===== config.mk =====
export PLATFORM = sky130hd
export DESIGN_NAME = countdown_decrementer_4bit
export DESIGN_NICKNAME = d
export VERILOG_FILES = /design/src/rtl/countdown_decrementer_4bit.sv
export SDC_FILE = /design/constraint.sdc
export NUM_CORES = 1
export LEC_CHECK = 0
export CAP_MARGIN = 20
export CORE_AREA = 4 4 41 43
export DETAILED_ROUTE_END_ITERATION = 16
export DIE_AREA = 0 0 45 47
export GPL_ROUTABILITY_DRIVEN = 0
export RECOVER_POWER = 100
export SETUP_SLACK_MARGIN = 0.4
export SKIP_LAST_GASP = 1
export SYNTH_ARGS = -nofsm -noshare
export SYNTH_HDL_FRONTEND = slang
export SYNTH_SLANG_ARGS = --single-unit

===== constraint.sdc =====
create_clock -name clk -period 2.56 [get_ports clk]
set_input_delay 0.512 -clock clk [delete_from_list [all_inputs] [get_ports clk]]
set_output_delay 0.512 -clock clk [all_outputs]
set_load 0.1 [all_outputs]

===== src/rtl/countdown_decrementer_4bit.sv =====
// Loadable countdown counter on a ripple half-subtractor decrementer; outputs update on the edge sampling load/en.
// No backpressure: load wins over en, and en=0 holds the count.

module half_subtractor (
  input  logic a,
  input  logic b,
  output logic diff,
  output logic borrow
);
  assign diff   = a ^ b;
  assign borrow = ~a & b;
endmodule

module countdown_decrementer_4bit #(
  parameter int WIDTH = 4
) (
  input  logic             clk,
  input  logic             rst_n,
  input  logic             load,
  input  logic [WIDTH-1:0] d,
  input  logic             en,
  output logic [WIDTH-1:0] q,
  output logic             zero,
  output logic             busy,
  output logic             done,
  output logic             bout
);

  typedef enum logic {IDLE = 1'b0, RUN = 1'b1} state_t;

  state_t           state, state_nxt;
  logic [WIDTH-1:0] q_nxt;
  logic             done_nxt, bout_nxt;
  logic [WIDTH-1:0] q_m1;
  logic [WIDTH:0]   brw;

  // Borrow chain seeded with the constant 1 being subtracted
  assign brw[0] = 1'b1;

  for (genvar i = 0; i < WIDTH; i++) begin : g_dec
    half_subtractor u_hs (
      .a      (q[i]),
      .b      (brw[i]),
      .diff   (q_m1[i]),
      .borrow (brw[i+1])
    );
  end

  always_comb begin
    q_nxt     = q;
    state_nxt = state;
    done_nxt  = 1'b0;
    bout_nxt  = 1'b0;
    if (load) begin
      q_nxt     = d;
      state_nxt = (d != '0) ? RUN : IDLE;
      done_nxt  = (d == '0);
    end else if (en) begin
      q_nxt = q_m1;
      if (state == IDLE) begin
        bout_nxt = brw[WIDTH];
      end else if (q == WIDTH'(1)) begin
        // Last decrement of a loaded count lands on zero this edge
        state_nxt = IDLE;
        done_nxt  = 1'b1;
      end
    end
  end

  always_ff @(posedge clk or negedge rst_n) begin
    if (!rst_n) begin
      q     <= '0;
      state <= IDLE;
      done  <= 1'b0;
      bout  <= 1'b0;
    end else begin
      q     <= q_nxt;
      state <= state_nxt;
      done  <= done_nxt;
      bout  <= bout_nxt;
    end
  end

  assign busy = (state == RUN);
  assign zero = (q == '0);

endmodule


Word-level counts from Yosys, hierarchy flattened
Cells that the tools add are included.
{"block": "op_classes", "n_eq_ne": 1, "n_mux": 14, "n_bitwise": 10, "n_reduce_logical": 4}
{"cell": "two-way mux 1 bit", "n": 12}
{"cell": "zero test 4 bit", "n": 2}
{"cell": "two-way mux 4 bit", "n": 2}
{"cell": "== test 4 x 1 -> 1 bit, second input constant", "n": 1}
{"cell": "NOT 1 bit", "n": 4}
{"cell": "nonzero test 4 bit", "n": 1}
{"cell": "bitwise AND 1 bit", "n": 3}
{"cell": "bitwise XOR 1 bit", "n": 3}
{"cell": "nonzero test 2 bit", "n": 1}
{"block": "word_totals", "ff_bits": 7, "out_inout_bits": 8}

Longest topological paths before layout
{"block": "logic_depth", "ltp_word": 7, "depth_mapped": 6}

Modules after synthesis
Synthesis repeated with hierarchy kept, for this count alone.
{"block": "hier_totals", "hier_cells": 42, "hier_area_um2": 407.9}
{"mod": "countdown_decrementer_4bit", "instances": 1, "cells_each": 30, "area_each_um2": 327.8, "seq_area_each_um2": 175.2}
{"mod": "half_subtractor", "instances": 4, "cells_each": 3, "area_each_um2": 20.0, "seq_area_each_um2": 0.0}

Worst setup path before layout
OpenSTA, ideal clock, no wires.
{"block": "synth_timing", "path_type": "reg2out", "start": "register q[0]", "end": "output port zero", "t_arrival_ns": 1.389, "required_time_ns": 2.048, "setup_slack_ns": 0.659, "path_stages_with_launch": 4, "n_path_buf": 0, "path_cell_list": "dfrtp_1 > inv_1 > ha_1 > and3_1"}
{"block": "synth_via", "elab_chain_cells": 1}
{"element": "start, declared", "line": "22", "source": "output logic [WIDTH-1:0] q,"}
{"element": "start signal, assigned", "line": "77", "source": "q <= q_nxt;"}
{"element": "zero test 4 bit", "line": "85", "source": "assign zero = (q == '0);"}
{"element": "end, declared", "line": "23", "source": "output logic zero,"}
Every way passes these cells.

Worst setup path in the final report
{"block": "layout_timing", "start": "register q[0]", "end": "output port q[0]"}
No word-level cell between the ends.

==> metrics <==
status=completed; startpoint types=register; met2 WL=345 um; top area cells in the synthesized netlist=dfrtp_1 42%, ha_1 12%, buf_4 7.1%, o21ai_0 5.9%, nand2_1 5.3%; DRT antenna net count=0; Core Footprint=0.00130 mm2; starting density of the core=0.324; setup bufs post-CTS=0; die width=45 um; largest family of logic cells by synthesized area=simple AND/OR/NAND/NOR gates; Data arrival, critical path=1.54 ns; Worst-Skew Late Latency=0.25 ns; post_cts resized=0; Mapped Nets=55; CTS Buf Count=3; DRC=0; Worst Path Max Fanout=4; initial antenna violation count=0; clock period minus worst slack=2.05 ns; wl on met1=between 300 and 400 um; Compound-Gate Fraction of Synth Area=0.122; worst slew pin tran=between 1 and 1.5 ns; area of the die=0.00212 mm2; I/O Buffers=15; simple logic cell fraction of the synthesized area=0.151; Hold Crit Depth=1; nets@finish=69; share of cells above drive strength 1=0.125; Yosys top cell by area=dfrtp_1; Max Root-Sink Buffers=2; DR top layer=met4; CP Capture Type=primary output; final number of max-transition violations=0; Syn. warnings=0; # hold bufs at CTS=0; # setup viols final=0; grt ovf=0; Worst-path clk slew=0.05 ns; Synth Area in Adders=0.119; worst reg2reg path depth=6; critical path, cell by cell=clkbuf_1; post-synthesis mux area share=0.0267; Slew headroom=0.220; Min Hold Slack=0.529 ns; sequential area share after synthesis=0.415; Req. time, crit path=roughly 2 ns; WL/cell=around 11 um; Critical path buffers and inverters=1; cell family with most CP delay=buffers and inverters; Power Density=716 mW/mm2; Post-DP HPWL=~610 um; H-tree Lvls=1; Total GRT Usage=0.0900; Placed Instance Area=524 um2; Rows=13; Setup Skew=0.00358 ns; #FFs+latches synth=7; Mapped Cells=43; Max Fclk=0.488 GHz; Area growth, synth to finish=23.7%; maxcap violations=0; CTS tree=built; CTS Root Cell=clkbuf_4; Hold/Removal Path Class=register to register; Stages on worst setup path=1; die span in y=47 um; I/O Pins=16; Initial DRC Count=4; CTS sink count=7; fin crit share=0.801; first-pass GRT wire length=1280 um; met3 WL=between 60 and 70 um; final hold viol count=0; Netlist cell types=18; Finished Cell Area=522 um2; vias=329; Final Util=0.401; CP max stage delay=0.88 ns; Cell Area, Synth=between 400 and 500 um2; vias in the first global route=333; Worst path slowest cell=clkbuf_1; drt pass-1 iters=3; Ant. Diodes=0; XOR/XNOR Fraction of Synth Area=0.0208; final WL=777 um; VDD IR max=0.272 mV; RSZ-0062 raised after global routing=false; top-area cell type share of the netlist area=0.415; Vias/cell=4.63; Setup CP Type=register to primary output; Synth Area per Inst=9.81 um2; leak pwr=0.248 nW; TNS Setup=0 ns; largest net degree at the start of global routing=12
## final timing paths
kind	startpoint	to	slack (ns)
max reg2reg	q[0]	q[3]	0.95
max	q[0]	q[0]	0.51
min in group asynchronous	rst_n	q[2]	0.59
max in group asynchronous	rst_n	q[3]	1.74
min	busy	busy	0.53
min reg2reg	busy	busy	0.53
## power breakdown
part | total (mW) | internal, mW | switching, mW
clock | 0.0997 | 0.0594 | 0.0403
sequential | 0.130 | 0.121 | 0.00897
combinational | 0.144 | 0.0307 | 0.113
## cell families (layout without fill, tap and decap cells)
family | Yosys count | after routing
xor gates and xnor gates | 1 | 1
adders and majority gates | 4 | 4
muxes | 1 | 1
and+or+nand+nor | 12 | 12
buffers and inverters | 10 | 23
AOI/OAI and AO/OA | 8 | 8
DFF | 7 | 7
## stage by stage
stage | instances | total power, mW | setup slack, ns
2_1_floorplan | 43 | 0.260 | 0.659
3_3_place_gp | 67 | 0.286 | 0.584
3_5_place_dp | 67 | 0.287 | 0.555
4_1_cts | 71 | 0.389 | 0.692
5_1_grt | 71 | 0.396 | 0.452
6_report | 71 | 0.374 | 0.509
## placed cells by master, fill, tap and decap left out, types with 2 or more instances in the layout
| master | Yosys | final |
|---|---|---|
| inv_1 | 4 | 4 |
| dlygate4sd3_1 | 0 | 3 |
| and3_1 | 2 | 2 |
| o21ai_0 | 5 | 5 |
| clkdlybuf4s50_1 | 0 | 4 |
| nand2_1 | 6 | 6 |
| ha_1 | 4 | 4 |
| dfrtp_1 | 7 | 7 |
| clkbuf_4 | 0 | 3 |
| clkbuf_1 | 0 | 8 |
## per-layer routing
layer / track usage / vias to the layer above
li1: - / 164
met2: 0.141 / 14
met3: 0.0498 / 2
met4: 0.0702 / 0
met5: 0 / -
met1: 0.0886 / 149
## worst register-to-register path, stage by stage, from the launching register on
cell	delay [ns]
dfrtp_1	0.41
inv_1	0.06
ha_1	0.21
ha_1	0.19
ha_1	0.26
mux2_2	0.26
o21ai_0	0.14
## synth_stat cells (all sizes together)
library cell,number
o21ai,5
nand2,6
and3,2
mux2,1
or4,2
xor2,1
o211a,1
nor2,1
o21a,1
nand2b,1
ha,4
dfrtp,7
inv,4
a21oi,1
buf,6
## registers in the layout, indices dropped and copies added, names as in the netlist
signal,count
busy,1
done,1
q,4
bout,1
## final cells by class
class | count | area (um2)
clock buffer | 4 | 26.3
fill | 153 | 779
inverter | 4 | 15.0
multi-input combinational | 26 | 185
sequential | 7 | 175
tap | 15 | 18.8
timing repair buffer | 15 | 101
No activity file was read; power rests on OpenSTA's default activity.
